## src/rtl/uart_tx_arbiter.sv

```systemverilog
// ---------------------------------------------------------------------------
// uart_tx_arbiter
//
// Shares one UART serial transmitter among N_REQ byte-stream requesters.
// Ownership is handed out round-robin and is held for a whole packet (up to
// req_last_i) or for at most MAX_BURST bytes, whichever comes first. The
// owner's bytes are forwarded as tx_data_o together with a one-cycle
// data_write_en_o strobe, paced by the transmitter's tx_ready_i handshake.
//
// Ports
//   clk_i            system clock
//   rst_i            synchronous active-high reset
//   req_valid_i      per-requester byte valid
//   req_data_i       per-requester byte, requester k on bits [8k+7:8k]
//   req_last_i       per-requester "last byte of packet" flag
//   req_ready_o      combinational byte accept, one-hot or zero
//   tx_ready_i       transmitter idle and able to take a byte
//   tx_data_o        byte to the transmitter (held until the next accept)
//   data_write_en_o  one-cycle write strobe to the transmitter
//   grant_vld_o      a requester currently owns the transmitter
//   grant_id_o       index of the owner, meaningful while grant_vld_o=1
//   busy_o           arbiter is not idle
// ---------------------------------------------------------------------------
module uart_tx_arbiter #(
   parameter int N_REQ     = 4,
   parameter int MAX_BURST = 16,
   parameter int ID_W      = 2
) (
   input  logic                 clk_i,
   input  logic                 rst_i,
   input  logic [N_REQ-1:0]     req_valid_i,
   input  logic [8*N_REQ-1:0]   req_data_i,
   input  logic [N_REQ-1:0]     req_last_i,
   output logic [N_REQ-1:0]     req_ready_o,
   input  logic                 tx_ready_i,
   output logic [7:0]           tx_data_o,
   output logic                 data_write_en_o,
   output logic                 grant_vld_o,
   output logic [ID_W-1:0]      grant_id_o,
   output logic                 busy_o
);

   // With MAX_BURST=0 the counter is kept at one bit and simply saturates.
   localparam int BC_W = (MAX_BURST > 0) ? $clog2(MAX_BURST + 1) : 1;
   localparam logic [BC_W-1:0] BC_MAX = (MAX_BURST > 0) ? BC_W'(MAX_BURST) : {BC_W{1'b1}};

   typedef enum logic [1:0] {
      ST_IDLE,
      ST_SEND,
      ST_WAIT_ACK
   } state_e;

   state_e            state_q, state_d;
   logic [ID_W-1:0]   rr_ptr_q, rr_ptr_d;
   logic [BC_W-1:0]   burst_cnt_q, burst_cnt_d;
   logic              last_q, last_d;
   logic [7:0]        tx_data_q, tx_data_d;
   logic              wr_en_q, wr_en_d;
   logic              grant_vld_q, grant_vld_d;
   logic [ID_W-1:0]   grant_id_q, grant_id_d;

   logic              pick_found;
   logic [ID_W-1:0]   pick_idx;
   logic              own_valid;
   logic              own_last;
   logic [7:0]        own_data;
   logic              accept;
   logic              burst_limit;

   // (a + step) mod N_REQ, for step in 0..N_REQ-1.
   function automatic logic [ID_W-1:0] wrap_inc(input logic [ID_W-1:0] a, input int step);
      int s;
      s = int'(a) + step;
      if (s >= N_REQ) s = s - N_REQ;
      return ID_W'(s);
   endfunction

   // Round-robin pick: first valid requester scanning from rr_ptr upward.
   always_comb begin
      pick_found = 1'b0;
      pick_idx   = '0;
      for (int i = 0; i < N_REQ; i++) begin
         if (!pick_found && req_valid_i[wrap_inc(rr_ptr_q, i)]) begin
            pick_found = 1'b1;
            pick_idx   = wrap_inc(rr_ptr_q, i);
         end
      end
   end

   assign own_valid = req_valid_i[grant_id_q];
   assign own_last  = req_last_i[grant_id_q];
   assign own_data  = req_data_i[8*grant_id_q +: 8];

   // The strobe cycle is excluded: tx_ready_i has not yet reflected the
   // byte just written, so accepting again would overrun the transmitter.
   assign accept = (state_q == ST_SEND) & tx_ready_i & own_valid & ~wr_en_q;

   assign req_ready_o = accept ? (N_REQ'(1) << grant_id_q) : '0;

   assign burst_limit = (MAX_BURST != 0) && (burst_cnt_q == BC_MAX);

   always_comb begin
      state_d     = state_q;
      rr_ptr_d    = rr_ptr_q;
      burst_cnt_d = burst_cnt_q;
      last_d      = last_q;
      tx_data_d   = tx_data_q;
      wr_en_d     = 1'b0;
      grant_vld_d = grant_vld_q;
      grant_id_d  = grant_id_q;

      unique case (state_q)
         ST_IDLE: begin
            if (pick_found) begin
               grant_id_d  = pick_idx;
               grant_vld_d = 1'b1;
               burst_cnt_d = '0;
               state_d     = ST_SEND;
            end
         end

         ST_SEND: begin
            // Owner may pause mid-packet; the grant is held meanwhile.
            if (accept) begin
               tx_data_d = own_data;
               wr_en_d   = 1'b1;
               last_d    = own_last;
               if (burst_cnt_q != {BC_W{1'b1}}) burst_cnt_d = burst_cnt_q + 1'b1;
               state_d   = ST_WAIT_ACK;
            end
         end

         ST_WAIT_ACK: begin
            // tx_ready_i falling means the transmitter has taken the byte.
            if (!wr_en_q && !tx_ready_i) begin
               if (last_q || burst_limit) begin
                  grant_vld_d = 1'b0;
                  rr_ptr_d    = wrap_inc(grant_id_q, 1);
                  state_d     = ST_IDLE;
               end else begin
                  state_d = ST_SEND;
               end
            end
         end

         default: state_d = ST_IDLE;
      endcase
   end

   always_ff @(posedge clk_i) begin
      if (rst_i) begin
         state_q     <= ST_IDLE;
         rr_ptr_q    <= '0;
         burst_cnt_q <= '0;
         last_q      <= 1'b0;
         tx_data_q   <= '0;
         wr_en_q     <= 1'b0;
         grant_vld_q <= 1'b0;
         grant_id_q  <= '0;
      end else begin
         state_q     <= state_d;
         rr_ptr_q    <= rr_ptr_d;
         burst_cnt_q <= burst_cnt_d;
         last_q      <= last_d;
         tx_data_q   <= tx_data_d;
         wr_en_q     <= wr_en_d;
         grant_vld_q <= grant_vld_d;
         grant_id_q  <= grant_id_d;
      end
   end

   assign tx_data_o       = tx_data_q;
   assign data_write_en_o = wr_en_q;
   assign grant_vld_o     = grant_vld_q;
   assign grant_id_o      = grant_id_q;
   assign busy_o          = (state_q != ST_IDLE);

endmodule
```

## config.mk

```make
export PLATFORM = sky130hd
export DESIGN_NAME = uart_tx_arbiter
export DESIGN_NICKNAME = d
export VERILOG_FILES = /design/src/rtl/uart_tx_arbiter.sv
export SDC_FILE = /design/constraint.sdc
export NUM_CORES = 1
export LEC_CHECK = 0
export CORE_ASPECT_RATIO = 1.5
export CORE_MARGIN = 3
export CORE_UTILIZATION = 30
export DETAILED_ROUTE_END_ITERATION = 8
export SLEW_MARGIN = 5
export SYNTH_ARGS = -nofsm -noshare
export SYNTH_HDL_FRONTEND = slang
export SYNTH_SLANG_ARGS = --single-unit
export TNS_END_PERCENT = 30
```

## constraint.sdc

```tcl
create_clock -name clk_i -period 2.7 [get_ports clk_i]
set_input_delay 0.81 -clock clk_i [delete_from_list [all_inputs] [get_ports clk_i]]
set_output_delay 0.81 -clock clk_i [all_outputs]
set_load 0.01 [all_outputs]
```

==> run metrics, run 1 <==
final RePlAce weighted congestion=0.7584; Required @ worst endpoint=1.89 ns; leading area contributor after synthesis=dfxtp_1; Initial Utilization=31.99%; core area=0.004064 mm2; Total Wirelength=3.807 mm; critical path class=in -> out; Antenna Cells=0; Cell Rows=28; Final Cycle Share=97.99%; Final Hold Vio Count=0; ys async rst share=0%; DRT iter0 DRCs=35; Wirelength per Cell=15.29 um; nets@finish=255; Die Height=86.62 um; post-synthesis cell area=0.001300 mm2; Pwr Density=378.2 mW/mm2; gr ovfl total=0; Setup TNS=0 ns; hold endpoint=tx_data_o[0]; Worst R2R End=tx_data_o[3]; # DRC=0; syn avg cell area=9.420 um2; Syn Nets=188; layout cells sized above 1=17.65%; synth warn=0; CTS Sinks=22; status=complete, no violations; Synth cell types=34; 1st-pass router iterations=4; hold wc startpoint=tx_data_o[0]; IR drop worst, VDD=261.7 uV; fmax=378.0 MHz; internal reg-to-reg setup slack=0.97 ns; commonest cells in the synthesized netlist=dfxtp_1 (22), nand2_1 (21), a21oi_1 (13), nor2_1 (11), mux4_2 (10); Synth Instances=138; Horiz. Die Dim=59.75 um; top_reg_cell synth=dfxtp_1; skew final=0.006231 ns; top-area cell type share of the netlist area=33.88%; nature of the critical path endpoint=output port; leakage=0.8086 nW; worst path arrival time=1.84 ns; DP HPWL=3.152 mm; max-slew violations=0; RSZ-0062 raised after global routing=false; Port Buffers=59; Root Buffer=clkbuf_8; clk buf depth=2; final antenna-violating net count=0; worst slew pin tran=0.4480 ns; register area=440.4 um2; area occupied by multi-input gates=810.8 um2; leading cell type by number of instances after synthesis=dfxtp_1; Max FO, Critical Path=5; setup bufs post-CTS=0; Area contributors post-synth=dfxtp_1 (34%), mux4_2 (17%), ha_1 (6.7%); clock slew at reported path FFs=0.07 ns; Seq/Total Area, Yosys=33.88%; total CTS buffers=3; slew margin rel.=69.86%; # hold bufs at CTS=0; DR vias=1,276; reg2reg start=state_q[0]; critical path startpoint category=primary input; first-pass GRT wire length=6.437 mm; dpl ws=-0.5654 ns; Post-synth EDFFs=0; num ports=60; initial antenna violation count=0; Layout area overhead=57.75%; H-tree depth=1; Vias/cell=5.124; fill count=393; worst hold path type=reg -> reg; pin count of the biggest net entering global routing=17; crit path time final=2.646 ns; worst r2r path cells=6; Yosys reg bits=22; Clock Latency Late Sink=0.26 ns; max cap viols=0; gr usage total=16.00%; # setup viols final=0; die area=0.005176 mm2; TritonCTS clock tree=done; vias in the first global route=1,414; final setup margin=0.05430 ns; Min-Delay Path Depth=2
==> routing by layer <==
layer | vias to the layer above | track usage, % | part of all wire, %
met3 | 2 | 2.981 | 4.0
met5 | - | 0 | 0
met4 | 0 | 5.242 | 0.37
li1 | 622 | - | -
met2 | 28 | 30.91 | 60
met1 | 624 | 16.36 | 36
==> where the power goes <==
| part | internal [mW] | leakage (nW) | total [mW] | switching (mW) |
|---|---|---|---|---|
| logic | 0.122 | 0.601 | 0.198 | 0.0755 |
| registers | 0.337 | 0.179 | 0.347 | 0.0101 |
| clock network | 0.130 | 0.0288 | 0.231 | 0.102 |
| total | 0.588 | 0.809 | 0.776 | 0.187 |
==> registers in the layout, summed over array words and instances, names as in the netlist <==
signal / count
burst_cnt_q: 5
last_q: 1
grant_id_o: 2
data_write_en_o: 1
tx_data_o: 8
state_q: 2
grant_vld_o: 1
rr_ptr_q: 2
==> area by class of cell <==
type / count / area share, %
Clock buffer: 4 / 2.685
Inverter: 8 / 1.464
Multi-Input combinational cell: 101 / 39.54
Sequential cell: 22 / 21.48
Tap cell: 45 / 2.746
Timing Repair Buffer: 69 / 32.09
==> placed cells by master (no fill, tap or decap), types with 2 or more instances in the layout <==
master and count:
xor2_1 2, o21ai_0 2, clkdlybuf4s50_1 50, clkdlybuf4s15_1 3
mux2i_1 4, nor3_1 2, nand2_1 21, nor2b_1 3
inv_1 8, clkbuf_8 4, and3_4 3, a21oi_1 13
nand4_1 2, mux4_2 10, buf_4 10, and3_1 4
ha_1 7, buf_6 3, nand2b_1 2, dfxtp_1 22
nor2_1 11
==> worst max-delay path, stage by stage <==
cell             delay (ns)
clkdlybuf4s15_1        0.19
mux4_2                 0.52
and3_4                 0.20
buf_6                  0.11
==> through the flow <==
stage	cell area, um2	hold WS [ns]	util [%]	power (mW)	std cells
detailed placement	1982	0.4540	48.77	0.5534	245
finish	2051	0.4675	50.46	0.7757	249
global placement	1982	0.4456	48.77	0.5486	245
floorplan	1300	0.4494	-	0.4386	138
global route	2051	0.4881	50.46	0.8151	249
CTS	2041	0.4696	50.22	0.7828	249
==> logic make-up after synthesis <==
kind of cell / count (synthesis) / synth area share (%)
fa+ha+maj: 7 / 6.737
compound gates: 21 / 9.722
flops: 22 / 33.88
xor+xnor: 3 / 2.022
buf+inv: 15 / 5.390
simple gates: 56 / 21.85
mux: 14 / 20.40
==> worst max path at each step <==
stage | cells after the start | slack [ns] | end | startpoint
floorplan | 2 | 0.32 | req_ready_o[0] | req_valid_i[3]
global placement | 5 | -0.55 | req_ready_o[2] | tx_ready_i
detailed placement | 4 | -0.57 | req_ready_o[2] | req_valid_i[3]
CTS | 4 | 0.01 | req_ready_o[3] | req_valid_i[2]
global route | 4 | 0.01 | req_ready_o[3] | req_valid_i[2]
finish | 4 | 0.05 | req_ready_o[3] | req_valid_i[0]
==> repair_timing <==
| item | 4_1_cts | 5_1_grt |
|---|---|---|
| pin swaps | 5 | 1 |
| endpoints found under the setup margin | 4 | 4 |
| cloned | 0 | 0 |
| resized for setup | 27 | 6 |
(Power assumes the default switching activity.)
==> run 2, diff against run 1 <==
CORE_MARGIN = not set   (was 3)
REMOVE_ABC_BUFFERS = 1   (was not set)
==> run metrics, run 2 (synthesis results as in run 1) <==
max-slew violations=0; max reg flops=8; Port Buffers=59; CTS Sinks=22; worst hold path type=reg -> reg; skew final=0.008461 ns; TritonCTS clock tree=done; # DRC=0; critical path class=in -> out; max cap viols=0; Horiz. Die Dim=55.75 um; worst path arrival time=1.84 ns; clock slew at reported path FFs=0.08 ns; DR vias=1,264; status=complete, no violations; nature of the critical path endpoint=output port; worst slew pin tran=0.4928 ns; Final Hold Vio Count=0; RSZ-0062 raised after global routing=false; DP HPWL=2.819 mm; Wirelength per Cell=13.55 um; gr usage total=15.07%; total CTS buffers=3; Antenna Cells=0; Root Buffer=clkbuf_8; final RePlAce weighted congestion=0.8240; vias in the first global route=1,205; gr ovfl total=0; Final Instance Area=0.002053 mm2; Die Height=82.62 um; Post-Place Cells=246; # hold bufs at CTS=0; clk buf depth=2; crit path time final=2.649 ns; layout cells sized above 1=18.05%; Cell Area, Placed=0.001983 mm2; Clock Latency Late Sink=0.27 ns; first-pass GRT wire length=5.347 mm; fill count=401; pin count of the biggest net entering global routing=15; most common cell after layout, fill and taps aside=clkdlybuf4s50_1; Layout area overhead=57.94%; 1st-pass router iterations=4; Finished Layout Cells=251; critical path startpoint category=primary input; IR drop worst, VDD=217.1 uV; Final Cycle Share=98.11%; Initial Utilization=30.89%; die area=0.004606 mm2; final antenna-violating net count=0; num ports=60; nets@finish=256; Vias/cell=5.036; H-tree depth=1; Pwr Density=381.1 mW/mm2; # setup viols final=0; DRT iter0 DRCs=12; slew margin rel.=66.70%; leakage=0.8136 nW; Cell Rows=29; fmax=377.5 MHz; Required @ worst endpoint=1.89 ns; most frequent cells in the layout=clkdlybuf4s50_1 (50), dfxtp_1 (22), nand2_1 (21); Max FO, Critical Path=5; initial antenna violation count=0; Total Wirelength=3.400 mm; core area=0.004209 mm2
run 2: critical path, stage by stage:
cell             delay (ns)
clkdlybuf4s15_1        0.18
mux4_2                 0.53
and3_4                 0.20
buf_6                  0.11
run 2: through the flow:
stage | hold slack [ns] | worst slack, ns | setup TNS (ns) | total power, mW | util, %
3_5_place_dp | 0.4502 | -0.5731 | -2.273 | 0.5518 | 47.12
4_1_cts | 0.4589 | 0.002548 | 0 | 0.7910 | 48.57
3_3_place_gp | 0.4444 | -0.5884 | -2.324 | 0.5475 | 47.12
2_1_floorplan | 0.4434 | -0.008095 | -0.03238 | 0.4303 | -
6_report | 0.4563 | 0.05098 | 0 | 0.7825 | 48.78
5_1_grt | 0.4932 | 0.008213 | 0 | 0.8152 | 48.78
run 2: final cells by class:
class / instances / area (um2) / area share (%)
clock buffers: 4 / 55.05 / 2.681
inverters: 8 / 30.03 / 1.463
multi-input cells: 101 / 810.8 / 39.49
flip-flops and latches: 22 / 440.4 / 21.45
well taps: 46 / 57.56 / 2.803
repair buffers: 70 / 659.4 / 32.11
run 2: worst paths after layout:
kind / start / end / slack (ns) / cells past startpoint
setup / recovery: req_valid_i[2] / req_ready_o[3] / 0.05 / 4
hold reg to reg: tx_data_o[2] / tx_data_o[2] / 0.46 / 2
hold / removal: tx_data_o[2] / tx_data_o[2] / 0.46 / 2
setup reg to reg: state_q[0] / tx_data_o[0] / 0.95 / 7
run 2: repair_timing:
action | in CTS | in global routing
setup endpoints to repair | 4 | 4
resized for setup | 27 | 5
buffers inserted | 1 | 0
pin swaps | 5 | 1
run 2: layer usage:
metal	routed length, um	global-route usage, %
met1	1295	16.60
met2	1905	28.31
met3	137	2.025
met4	61	7.750
met5	0	0
run 2: report_power, final:
group	switching [mW]	leakage, nW	internal (mW)
sequential	0.0101	0.179	0.336
clock	0.110	0.0288	0.130
combinational	0.0723	0.606	0.124
total	0.192	0.814	0.590
